`config.mk`:
```
export PLATFORM = sky130hd
export DESIGN_NAME = gemm_inst_sequencer
export DESIGN_NICKNAME = d
export VERILOG_FILES = /design/src/rtl/gemm_isa_pkg.sv /design/src/rtl/gemm_phase_counter.sv /design/src/rtl/gemm_inst_sequencer.sv
export SDC_FILE = /design/constraint.sdc
export NUM_CORES = 1
export LEC_CHECK = 0
export CAP_MARGIN = 0
export CORE_MARGIN = 8
export CORE_UTILIZATION = 45
export CTS_CLUSTER_SIZE = 20
export DETAILED_ROUTE_END_ITERATION = 8
export PLACE_DENSITY = 0.86
export SKIP_CTS_REPAIR_TIMING = 1
export SYNTH_ARGS = -nofsm -noshare
export SYNTH_HDL_FRONTEND = slang
export SYNTH_SLANG_ARGS = --single-unit
export TNS_END_PERCENT = 20
```
`constraint.sdc`:
```
create_clock -name clk -period 4.7 [get_ports clk]
set_input_delay 0.94 -clock clk [delete_from_list [all_inputs] [get_ports clk]]
set_output_delay 0.94 -clock clk [all_outputs]
set_load 0.03 [all_outputs]
```
`src/rtl/gemm_isa_pkg.sv`:
```
// gemm_isa_pkg: shared instruction field positions, opcodes, buffer ids and array control codes
package gemm_isa_pkg;
  localparam int OPC_LSB = 28;
  localparam int BUF_LSB = 26;
  localparam int LOC_LSB = 0;
  localparam logic [3:0] OP_LD = 4'd2;
  localparam logic [3:0] OP_ST = 4'd3;
  localparam logic [3:0] OP_GEMM = 4'd4;
  localparam logic [3:0] OP_DRAINSYS = 4'd5;
  localparam logic [3:0] CTRL_IDLE = 4'd0;
  localparam logic [3:0] CTRL_WARMUP = 4'd1;
  localparam logic [3:0] CTRL_STEADY = 4'd2;
  localparam logic [3:0] CTRL_DRAIN = 4'd3;
  localparam logic [1:0] BUF_TOP = 2'd0;
  localparam logic [1:0] BUF_LEFT = 2'd1;
  localparam logic [1:0] BUF_DOWN = 2'd2;
endpackage

```
`src/rtl/gemm_phase_counter.sv`:
```
// gemm_phase_counter: loadable down-counter; tc marks the last cycle of a phase
module gemm_phase_counter #(
  parameter int W = 6
) (
  input  logic         clk,
  input  logic         rst,
  input  logic         load,
  input  logic [W-1:0] load_val,
  input  logic         en,
  output logic         tc
);
  logic [W-1:0] cnt;
  always_ff @(posedge clk)
    if (rst) cnt <= '0;
    else if (load) cnt <= load_val;
    else if (en && !tc) cnt <= cnt - 1'b1;
  assign tc = cnt == '0;
endmodule

```
`src/rtl/gemm_inst_sequencer.sv`:
```
// gemm_inst_sequencer: fetches LD/ST/GEMM/DRAINSYS instructions and drives the systolic array control and SRAM ports
module gemm_inst_sequencer
  import gemm_isa_pkg::*;
#(
  parameter int INST_WIDTH = 32,
  parameter int OPCODE_WIDTH = 4,
  parameter int BUF_ID_WIDTH = 2,
  parameter int MEM_LOC_WIDTH = 26,
  parameter int LOG2_INST_MEMORY_SIZE = 12,
  parameter int NUM_ROW = 4,
  parameter int NUM_COL = 4,
  parameter int DATA_WIDTH = 16,
  parameter int LOG2_SRAM_BANK_DEPTH = 4,
  parameter int SRAM_BANK_DEPTH = 16,
  parameter int CTRL_WIDTH = 4
) (
  input  logic                             clk,
  input  logic                             rst,
  input  logic                             start,
  input  logic [LOG2_INST_MEMORY_SIZE-1:0] inst_base_addr,
  input  logic [LOG2_INST_MEMORY_SIZE-1:0] inst_count,
  output logic                             busy,
  output logic                             done,
  output logic                             err,
  output logic                             o_inst_rd_en,
  output logic [LOG2_INST_MEMORY_SIZE-1:0] o_inst_rd_addr,
  input  logic [INST_WIDTH-1:0]            i_inst_rd_data,
  output logic                             o_dmem_rd_en,
  output logic [MEM_LOC_WIDTH-1:0]         o_dmem_rd_addr,
  input  logic [NUM_COL*DATA_WIDTH-1:0]    i_dmem_rd_data,
  output logic                             o_dmem_wr_en,
  output logic [MEM_LOC_WIDTH-1:0]         o_dmem_wr_addr,
  output logic [NUM_COL*DATA_WIDTH-1:0]    o_dmem_wr_data,
  output logic                             o_top_wr_en,
  output logic [LOG2_SRAM_BANK_DEPTH-1:0]  o_top_wr_addr,
  output logic [NUM_COL*DATA_WIDTH-1:0]    o_top_wr_data,
  output logic                             o_left_wr_en,
  output logic [LOG2_SRAM_BANK_DEPTH-1:0]  o_left_wr_addr,
  output logic [NUM_ROW*DATA_WIDTH-1:0]    o_left_wr_data,
  output logic                             o_down_rd_en,
  output logic [LOG2_SRAM_BANK_DEPTH-1:0]  o_down_rd_addr,
  input  logic [NUM_COL*DATA_WIDTH-1:0]    i_down_rd_data,
  output logic [CTRL_WIDTH-1:0]            o_ctrl_state,
  output logic [LOG2_SRAM_BANK_DEPTH-1:0]  o_top_sram_rd_start_addr,
  output logic [LOG2_SRAM_BANK_DEPTH-1:0]  o_top_sram_rd_end_addr,
  output logic [LOG2_SRAM_BANK_DEPTH-1:0]  o_left_sram_rd_start_addr,
  output logic [LOG2_SRAM_BANK_DEPTH-1:0]  o_left_sram_rd_end_addr,
  output logic [LOG2_SRAM_BANK_DEPTH-1:0]  o_down_sram_rd_start_addr,
  output logic [LOG2_SRAM_BANK_DEPTH-1:0]  o_down_sram_rd_end_addr
);
  localparam int KW = LOG2_SRAM_BANK_DEPTH + 1;
  localparam int CW = $clog2(SRAM_BANK_DEPTH + NUM_ROW + NUM_COL) + 1;
  typedef enum logic [3:0] {
    S_IDLE, S_FETCH, S_DECODE, S_LD_RD, S_LD_WR, S_ST_RD, S_ST_WR, S_WARM, S_STEADY, S_DRAIN, S_NEXT
  } state_t;
  state_t state, state_d;
  logic [LOG2_INST_MEMORY_SIZE-1:0] pc, remaining;
  logic [MEM_LOC_WIDTH-1:0] loc;
  logic [BUF_ID_WIDTH-1:0] bid;
  logic [LOG2_SRAM_BANK_DEPTH-1:0] top_ptr, left_ptr, down_ptr;
  logic [OPCODE_WIDTH-1:0] op;
  logic [BUF_ID_WIDTH-1:0] bid_in;
  logic [MEM_LOC_WIDTH-1:0] loc_in;
  logic [KW-1:0] k_in, k_lat;
  logic ld_ok, st_ok, gm_ok, dr_ok, tc, cnt_load;
  logic [CW-1:0] cnt_val;
  assign op = i_inst_rd_data[OPC_LSB +: OPCODE_WIDTH];
  assign bid_in = i_inst_rd_data[BUF_LSB +: BUF_ID_WIDTH];
  assign loc_in = i_inst_rd_data[LOC_LSB +: MEM_LOC_WIDTH];
  assign k_in = loc_in[KW-1:0];
  assign k_lat = loc[KW-1:0];
  assign ld_ok = op == OP_LD && (bid_in == BUF_TOP || bid_in == BUF_LEFT);
  assign st_ok = op == OP_ST && bid_in == BUF_DOWN;
  assign gm_ok = op == OP_GEMM && k_in != '0 && k_in <= KW'(SRAM_BANK_DEPTH);
  assign dr_ok = op == OP_DRAINSYS;
  // one counter times both STEADY (loaded in WARM) and DRAIN (loaded in DECODE)
  assign cnt_load = (state == S_DECODE && dr_ok) || state == S_WARM;
  assign cnt_val = state == S_WARM ? CW'(k_lat - 1'b1) : CW'(NUM_ROW + NUM_COL - 1);
  gemm_phase_counter #(.W(CW)) u_phase (
    .clk(clk), .rst(rst), .load(cnt_load), .load_val(cnt_val),
    .en(state == S_STEADY || state == S_DRAIN), .tc(tc)
  );
  always_comb begin
    state_d = state;
    case (state)
      S_IDLE:   state_d = start && inst_count != '0 ? S_FETCH : S_IDLE;
      S_FETCH:  state_d = S_DECODE;
      S_DECODE: state_d = ld_ok ? S_LD_RD : st_ok ? S_ST_RD : gm_ok ? S_WARM : dr_ok ? S_DRAIN : S_NEXT;
      S_LD_RD:  state_d = S_LD_WR;
      S_LD_WR:  state_d = S_NEXT;
      S_ST_RD:  state_d = S_ST_WR;
      S_ST_WR:  state_d = S_NEXT;
      S_WARM:   state_d = S_STEADY;
      S_STEADY: state_d = tc ? S_NEXT : S_STEADY;
      S_DRAIN:  state_d = tc ? S_NEXT : S_DRAIN;
      S_NEXT:   state_d = remaining == LOG2_INST_MEMORY_SIZE'(1) ? S_IDLE : S_FETCH;
      default:  state_d = S_IDLE;
    endcase
  end
  always_ff @(posedge clk) begin
    if (rst) begin
      state <= S_IDLE;
      {pc, remaining, loc, bid, top_ptr, left_ptr, down_ptr} <= '0;
      {busy, done, err, o_inst_rd_en, o_inst_rd_addr, o_dmem_rd_en, o_dmem_rd_addr} <= '0;
      {o_dmem_wr_en, o_dmem_wr_addr, o_dmem_wr_data} <= '0;
      {o_top_wr_en, o_top_wr_addr, o_top_wr_data, o_left_wr_en, o_left_wr_addr, o_left_wr_data} <= '0;
      {o_down_rd_en, o_down_rd_addr, o_ctrl_state} <= '0;
      {o_top_sram_rd_start_addr, o_top_sram_rd_end_addr, o_left_sram_rd_start_addr} <= '0;
      {o_left_sram_rd_end_addr, o_down_sram_rd_start_addr, o_down_sram_rd_end_addr} <= '0;
    end else begin
      state <= state_d;
      {done, o_inst_rd_en, o_dmem_rd_en, o_dmem_wr_en, o_top_wr_en, o_left_wr_en, o_down_rd_en} <= '0;
      case (state)
        S_IDLE: if (start) begin
          err <= 1'b0;
          done <= inst_count == '0;
          if (inst_count != '0) begin
            busy <= 1'b1;
            pc <= inst_base_addr;
            remaining <= inst_count;
            o_inst_rd_en <= 1'b1;
            o_inst_rd_addr <= inst_base_addr;
          end
        end
        S_DECODE: begin
          loc <= loc_in;
          bid <= bid_in;
          if (!(ld_ok || st_ok || gm_ok || dr_ok)) err <= 1'b1;
          if (ld_ok) begin
            o_dmem_rd_en <= 1'b1;
            o_dmem_rd_addr <= loc_in;
          end
          if (st_ok) begin
            o_down_rd_en <= 1'b1;
            o_down_rd_addr <= down_ptr;
          end
          if (gm_ok) begin
            o_ctrl_state <= CTRL_WARMUP;
            o_top_sram_rd_start_addr <= '0;
            o_left_sram_rd_start_addr <= '0;
            o_top_sram_rd_end_addr <= LOG2_SRAM_BANK_DEPTH'(k_in - 1'b1);
            o_left_sram_rd_end_addr <= LOG2_SRAM_BANK_DEPTH'(k_in - 1'b1);
            top_ptr <= '0;
            left_ptr <= '0;
          end
          if (dr_ok) begin
            o_ctrl_state <= CTRL_DRAIN;
            o_down_sram_rd_start_addr <= '0;
            o_down_sram_rd_end_addr <= LOG2_SRAM_BANK_DEPTH'(NUM_COL - 1);
            down_ptr <= '0;
          end
        end
        S_LD_WR: if (bid == BUF_TOP) begin
          o_top_wr_en <= 1'b1;
          o_top_wr_addr <= top_ptr;
          o_top_wr_data <= i_dmem_rd_data;
          top_ptr <= top_ptr + 1'b1;
        end else begin
          o_left_wr_en <= 1'b1;
          o_left_wr_addr <= left_ptr;
          o_left_wr_data <= i_dmem_rd_data[NUM_ROW*DATA_WIDTH-1:0];
          left_ptr <= left_ptr + 1'b1;
        end
        S_ST_WR: begin
          o_dmem_wr_en <= 1'b1;
          o_dmem_wr_addr <= loc;
          o_dmem_wr_data <= i_down_rd_data;
          down_ptr <= down_ptr + 1'b1;
        end
        S_WARM: o_ctrl_state <= CTRL_STEADY;
        S_STEADY, S_DRAIN: if (tc) o_ctrl_state <= CTRL_IDLE;
        S_NEXT: begin
          pc <= pc + 1'b1;
          remaining <= remaining - 1'b1;
          if (remaining == LOG2_INST_MEMORY_SIZE'(1)) begin
            busy <= 1'b0;
            done <= 1'b1;
          end else begin
            o_inst_rd_en <= 1'b1;
            o_inst_rd_addr <= pc + 1'b1;
          end
        end
        default: ;
      endcase
    end
  end
endmodule

```
==> flow_metrics.py, run 1 <==
metrics = {
    "worst_setup_path": {
        "reg2reg_slack_ps": 1850,
        "crit_path_frequent_cell": "nand2_1",
        "worst_path_max_delay_cell": "nand2_1",
        "worst_setup_path_end_kind": "flop",
        "crit_buf_inv": 1,
        "crit_fanout": 27,
        "cpPeakStageDelay_ps": 680,
        "crit_required_ps": 5060,
        "rr_worst_depth": 5,
        "path_cells": "clkdlybuf4s50_1 -> or3b_1 -> nor3_1 -> nand2_1 -> nand2_1 -> a21oi_1",
        "cp-startpoint": "i_inst_rd_data[29]",
        "path_delay_family": "simple AND/OR/NAND/NOR gates",
        "start_kind": "primary input",
        "crit_arrival_ps": 3340,
        "critPathKind": "primary input to flop",
        "r2r_start": "state[2]",
        "reg2reg_to": "o_left_wr_data[14]",
    },
    "clock_tree": {
        "cts_buffer_depth": 3,
        "cts_max_level": 2,
        "cts.clk_slew.worst_paths_ps": 60,
        "clk_latency_ps": 520,
        "cts_tree": "built",
        "cts_sinks": 358,
        "root_buffer": "clkbuf_16",
        "cts-buffers-inserted": 39,
    },
    "detailed_routing": {
        "routedWlPerCell_um": 19.1,
        "num_vias": 13696,
        "ant_nets": 0,
        "drcViolationCount": 0,
        "drt-pass1-iter-count": 5,
        "via_per_inst": 5.35,
        "dr.first_iter.drc_count": 1039,
        "wl_um": 48900,
    },
    "sta": {
        "final.min_clock_period_ps": 2980,
        "max_slew_margin_pct": 22.5,
        "hold_viol": 0,
        "report.final.slew_viol_count": 0,
        "setup_viol": 0,
        "timing.fmax_mhz": 336,
        "rsz0062_at_grt": "no",
        "finalClockSkew_ps": 19.4,
        "post-route-period-util_pct": 63.4,
        "fin_ws_ps": 1720,
        "tightest_slew_ps": 1160,
        "setup_tns_ps": 0,
    },
    "grt": {
        "grt_pass1_wl_um": 74000,
        "grt_overflow_total": 0,
        "grt_pass1_vias": 13505,
        "antenna_found_initial": 4,
        "grt_util_all_layers_pct": 25.2,
        "grt_max_degree": 157,
    },
    "placement": {
        "place_ws_ps": 1340,
        "placed_area_sq_um": 18500,
        "place_inst": 2489,
        "dp_hpwl_um": 34600,
        "gp_congestion": 0.867,
        "port_buffers": 475,
    },
    "die": {
        "rows": 63,
        "io_pins": 492,
        "initial_utilization_pct": 45.8,
        "die_x_um": 190,
        "dieHeight_um": 190,
        "die_area_sq_um": 36200,
        "core-area_sq_um": 29800,
    },
    "power": {
        "power_mw": 7.97,
        "power_density_nw_per_um2": 402,
        "combinationalPowerShare_pct": 17.3,
        "leakage_nw": 6.69,
        "seqPwrFrac_pct": 42.6,
        "ir_worst_vdd_mv": 0.337,
        "switchingPower_mw": 2.24,
        "switching_share_pct": 28.2,
        "power.share.clock_pct": 40.1,
        "intPower_mw": 5.72,
    },
    "synthesis": {
        "ys_ff_latch": 358,
        "async_flop_share_pct": 0,
        "netlist_instances": 1732,
        "synth.distinct_cells": 68,
        "synthTopCellsByArea": "dfxtp_1, nand2_1, a21oi_1, clkbuf_1, nor2_1",
        "synth.largest_area_cell": "dfxtp_1",
        "synth_most_common_cell": "nand2_1",
        "synth_warnings": 0,
        "netlist_top_cells_count": "nand2_1, dfxtp_1, a21oi_1",
        "avgSynthCellArea_sq_um": 7.88,
        "yosysSeqAreaShare_pct": 52.5,
        "mappedNetlistArea_sq_um": 13700,
        "synthFlopType": "dfxtp_1",
        "synth_top_area_share_pct": 52.5,
        "synth_edf_count": 0,
    },
    "run": {
        "drv_cap": 0,
    },
    "min_path": {
        "min_from": "loc[8]",
        "holdPathStages": 2,
        "hold_class": "flop to flop",
        "hold_end": "o_dmem_wr_addr[8]",
    },
    "final_layout": {
        "layout-drive-gt1-share_pct": 4.70,
        "fin_cells": 2562,
        "n_fill_cell": 2288,
        "final_area_sq_um": 19800,
        "nets": 2337,
        "area_delta_synth_final_pct": 45.3,
    },
    "run_status": {
        "status": "completed",
    },
}
[state kept, by name, indices dropped and copies added (netlist names), 6 cells and up]
name            flops
loc                26
o_dmem_rd_addr     26
o_dmem_wr_addr     26
o_dmem_wr_data     64
o_inst_rd_addr     12
o_left_wr_data     64
o_top_wr_data      64
pc                 12
remaining          12
u_phase.cnt         6
[per-layer routing]
metal | GRT usage (%) | up-vias | wire length (um)
met2 | 43.4 | 655 | 23900
met5 | 0 | - | 0
met1 | 28.0 | 6403 | 17700
li1 | - | 6524 | -
met3 | 8.35 | 114 | 5250
met4 | 11.3 | 0 | 2040
[layout by cell type (no fill, tap or decap), drive strengths merged, types with 10 or more instances in the layout]
master	n
xor2	13
buf	17
a21oi	324
nand2	614
conb	16
a31oi	13
clkbuf	56
o21ai	33
nor3	20
ha	10
nor2	55
clkdlybuf4s50	474
inv	22
dfxtp	358
a211oi	10
nand3	26
[worst reg2reg max path, stage by stage, from the launching register on]
cell and delay, ps:
dfxtp_1 660, or4b_4 590, nor2_4 670, buf_4 550, nand2_1 140, a21oi_1 150
[cell families (layout without fill, tap and decap cells)]
| group | Yosys count | count (layout) | share of synthesized area [%] |
|---|---|---|---|
| AND/OR/NAND/NOR | 764 | 764 | 23.0 |
| other | 1 | 20 | 0.0275 |
| multiplexers | 9 | 9 | 0.669 |
| flip-flops | 358 | 358 | 52.5 |
| buffers and inverters | 160 | 581 | 5.42 |
| AO/OA/AOI/OAI | 409 | 409 | 16.1 |
| XOR/XNOR | 21 | 21 | 1.35 |
| adder cells (fa/ha/maj) | 10 | 10 | 0.916 |
[how the worst max path moves through the flow]
stage | end | slack, ps | cells after the start
2_1_floorplan | left_ptr[0] | 2170 | 7
3_3_place_gp | o_dmem_rd_addr[1] | 1450 | 6
3_5_place_dp | left_ptr[0] | 1340 | 8
4_1_cts | o_dmem_rd_addr[15] | 1780 | 6
5_1_grt | o_dmem_rd_addr[15] | 1640 | 6
6_report | o_dmem_rd_addr[10] | 1720 | 6
[power groups by stage]
stage	clock network [mW]	registers (mW)	logic, mW
CTS	3.25	3.39	1.37
floorplan	0	3.52	0.734
global placement	0	3.44	1.34
detailed placement	0	3.45	1.35
finish	3.20	3.39	1.38
global route	3.38	3.42	1.49
[area by class of cell]
class | instances | area (sq um) | share of cell area, %
sequential | 358 | 7170 | 36.1
clock inverter | 13 | 201 | 1.02
multi-input combinational | 1229 | 5860 | 29.5
tap | 390 | 488 | 2.46
inverter | 21 | 78.8 | 0.397
timing repair buffer | 491 | 4890 | 24.7
clock buffer | 56 | 1140 | 5.76
antenna | 4 | 10.0 | 0.0505
[per-stage QoR]
stage / hold slack [ps] / util, %
finish: 450 / 66.6
global route: 466 / 66.6
floorplan: 432 / -
detailed placement: 446 / 62.0
global placement: 436 / 62.0
CTS: 449 / 66.5
No activity file was read; power rests on OpenSTA's default activity.
==> inputs of run 2 (changes only) <==
--- a/config.mk
+++ b/config.mk
@@ -7,10 +7,10 @@
 export LEC_CHECK = 0
 export CAP_MARGIN = 0
 export CORE_MARGIN = 8
-export CORE_UTILIZATION = 45
+export CORE_UTILIZATION = 41
 export CTS_CLUSTER_SIZE = 20
 export DETAILED_ROUTE_END_ITERATION = 8
-export PLACE_DENSITY = 0.86
+export PLACE_DENSITY = 0.83
 export SKIP_CTS_REPAIR_TIMING = 1
 export SYNTH_ARGS = -nofsm -noshare
 export SYNTH_HDL_FRONTEND = slang
==> constraint.sdc (replaced) <==
create_clock -name clk -period 2.6 [get_ports clk]
set_input_delay 0.52 -clock clk [delete_from_list [all_inputs] [get_ports clk]]
set_output_delay 0.52 -clock clk [all_outputs]
set_load 0.03 [all_outputs]
==> flow_metrics.py, run 2 (synthesis results as in run 1) <==
metrics = {
    "grt": {
        "grt_max_degree": 96,
        "grt_overflow_total": 0,
        "grt_util_all_layers_pct": 22.9,
        "grt_pass1_vias": 13391,
        "grt_pass1_wl_um": 73100,
        "antenna_found_initial": 1,
    },
    "power": {
        "leakage_nw": 6.80,
        "intPower_mw": 9.89,
        "power.share.clock_pct": 37.2,
        "switchingPower_mw": 4.00,
        "ir_worst_vdd_mv": 0.478,
        "seqPwrFrac_pct": 43.8,
        "switching_share_pct": 28.8,
        "power_mw": 13.9,
        "combinationalPowerShare_pct": 19.0,
        "power_density_nw_per_um2": 692,
    },
    "clock_tree": {
        "cts_sinks": 358,
        "cts_buffer_depth": 3,
        "clk_latency_ps": 510,
        "cts_tree": "built",
        "cts.clk_slew.worst_paths_ps": 60,
        "root_buffer": "clkbuf_16",
        "cts-buffers-inserted": 39,
        "cts_max_level": 2,
    },
    "final_layout": {
        "final_util_pct": 60.5,
        "final_cell_mix": "nand2_1, clkdlybuf4s50_1, dfxtp_1, a21oi_1, nor2_1",
        "final_area_sq_um": 20100,
        "layout_commonest_cell": "nand2_1",
        "layout-drive-gt1-share_pct": 5.88,
        "nets": 2367,
        "top_regs": "o_dmem_wr_data (64), o_left_wr_data (64), o_top_wr_data (64)",
        "fin_cells": 2644,
        "area_delta_synth_final_pct": 47.1,
    },
    "worst_setup_path": {
        "crit_arrival_ps": 2670,
        "start_kind": "flop",
        "crit_fanout": 26,
        "critPathKind": "flop to flop",
        "rr_worst_depth": 5,
        "worst_setup_path_end_kind": "flop",
        "crit_required_ps": 2970,
    },
    "sta": {
        "tightest_slew_ps": 822,
        "max_slew_margin_pct": 45.2,
        "report.final.slew_viol_count": 0,
        "hold_viol": 0,
        "finalClockSkew_ps": 10.3,
        "timing.fmax_mhz": 434,
        "final.min_clock_period_ps": 2300,
        "setup_tns_ps": 0,
        "hold_slack_ps": 395,
        "rsz0062_at_grt": "no",
        "setup_viol": 0,
        "fin_ws_ps": 298,
        "post-route-period-util_pct": 88.5,
    },
    "die": {
        "initial_utilization_pct": 41.1,
        "core-area_sq_um": 33200,
        "die_area_sq_um": 39400,
        "dieHeight_um": 199,
        "io_pins": 492,
        "rows": 67,
        "die_x_um": 199,
    },
    "run_status": {
        "status": "completed",
    },
    "detailed_routing": {
        "drcViolationCount": 0,
        "wl_um": 47900,
        "routedWlPerCell_um": 18.1,
        "num_vias": 13621,
        "via_per_inst": 5.15,
        "drt-pass1-iter-count": 5,
        "dr.first_iter.drc_count": 848,
        "ant_nets": 0,
    },
    "run": {
        "drv_cap": 0,
    },
    "min_path": {
        "holdPathStages": 2,
        "hold_class": "primary input to flop",
    },
    "placement": {
        "placed_area_sq_um": 18900,
        "dp_hpwl_um": 35000,
        "gp_congestion": 0.893,
        "place_ws_ps": -69.0,
        "port_buffers": 475,
        "place_inst": 2577,
    },
}
## run 2: final cells by class
type | count | area, sq um
fillers | 2783 | 13100
inverters | 21 | 78.8
diodes | 1 | 2.50
multi-input cells | 1229 | 5860
clock buffers | 54 | 1110
clock inverters | 12 | 77.6
repair buffers | 521 | 5220
well taps | 448 | 561
flip-flops and latches | 358 | 7170
## run 2: metal layers
metal	wire length (um)	up-vias	track usage [%]
met2	23400	584	39.5
met1	17500	6368	25.9
met4	1560	0	8.07
li1	-	6565	-
met3	5450	104	8.39
met5	0	-	0
## run 2: power groups by stage
stage | Clock (mW) | Sequential [mW] | Combinational [mW]
6_report | 5.17 | 6.08 | 2.64
3_3_place_gp | 0 | 6.18 | 2.57
2_1_floorplan | 0 | 6.37 | 1.33
5_1_grt | 5.53 | 6.12 | 2.87
3_5_place_dp | 0 | 6.19 | 2.62
4_1_cts | 5.32 | 6.07 | 2.64
## run 2: worst paths after layout
| kind | from | endpoint | slack [ps] |
|---|---|---|---|
| min | rst | o_down_sram_rd_end_addr[0] | 400 |
| max | state[1] | o_down_rd_addr[2] | 300 |
| min reg2reg | loc[18] | o_dmem_wr_addr[18] | 450 |
| max reg2reg | state[1] | o_down_rd_addr[2] | 300 |
## run 2: worst max-delay path, stage by stage, from the launching register on
cell     delay, ps
dfxtp_1        510
or4b_1         730
buf_4          350
nor2_2         290
mux2i_1        220
nor2_1          60
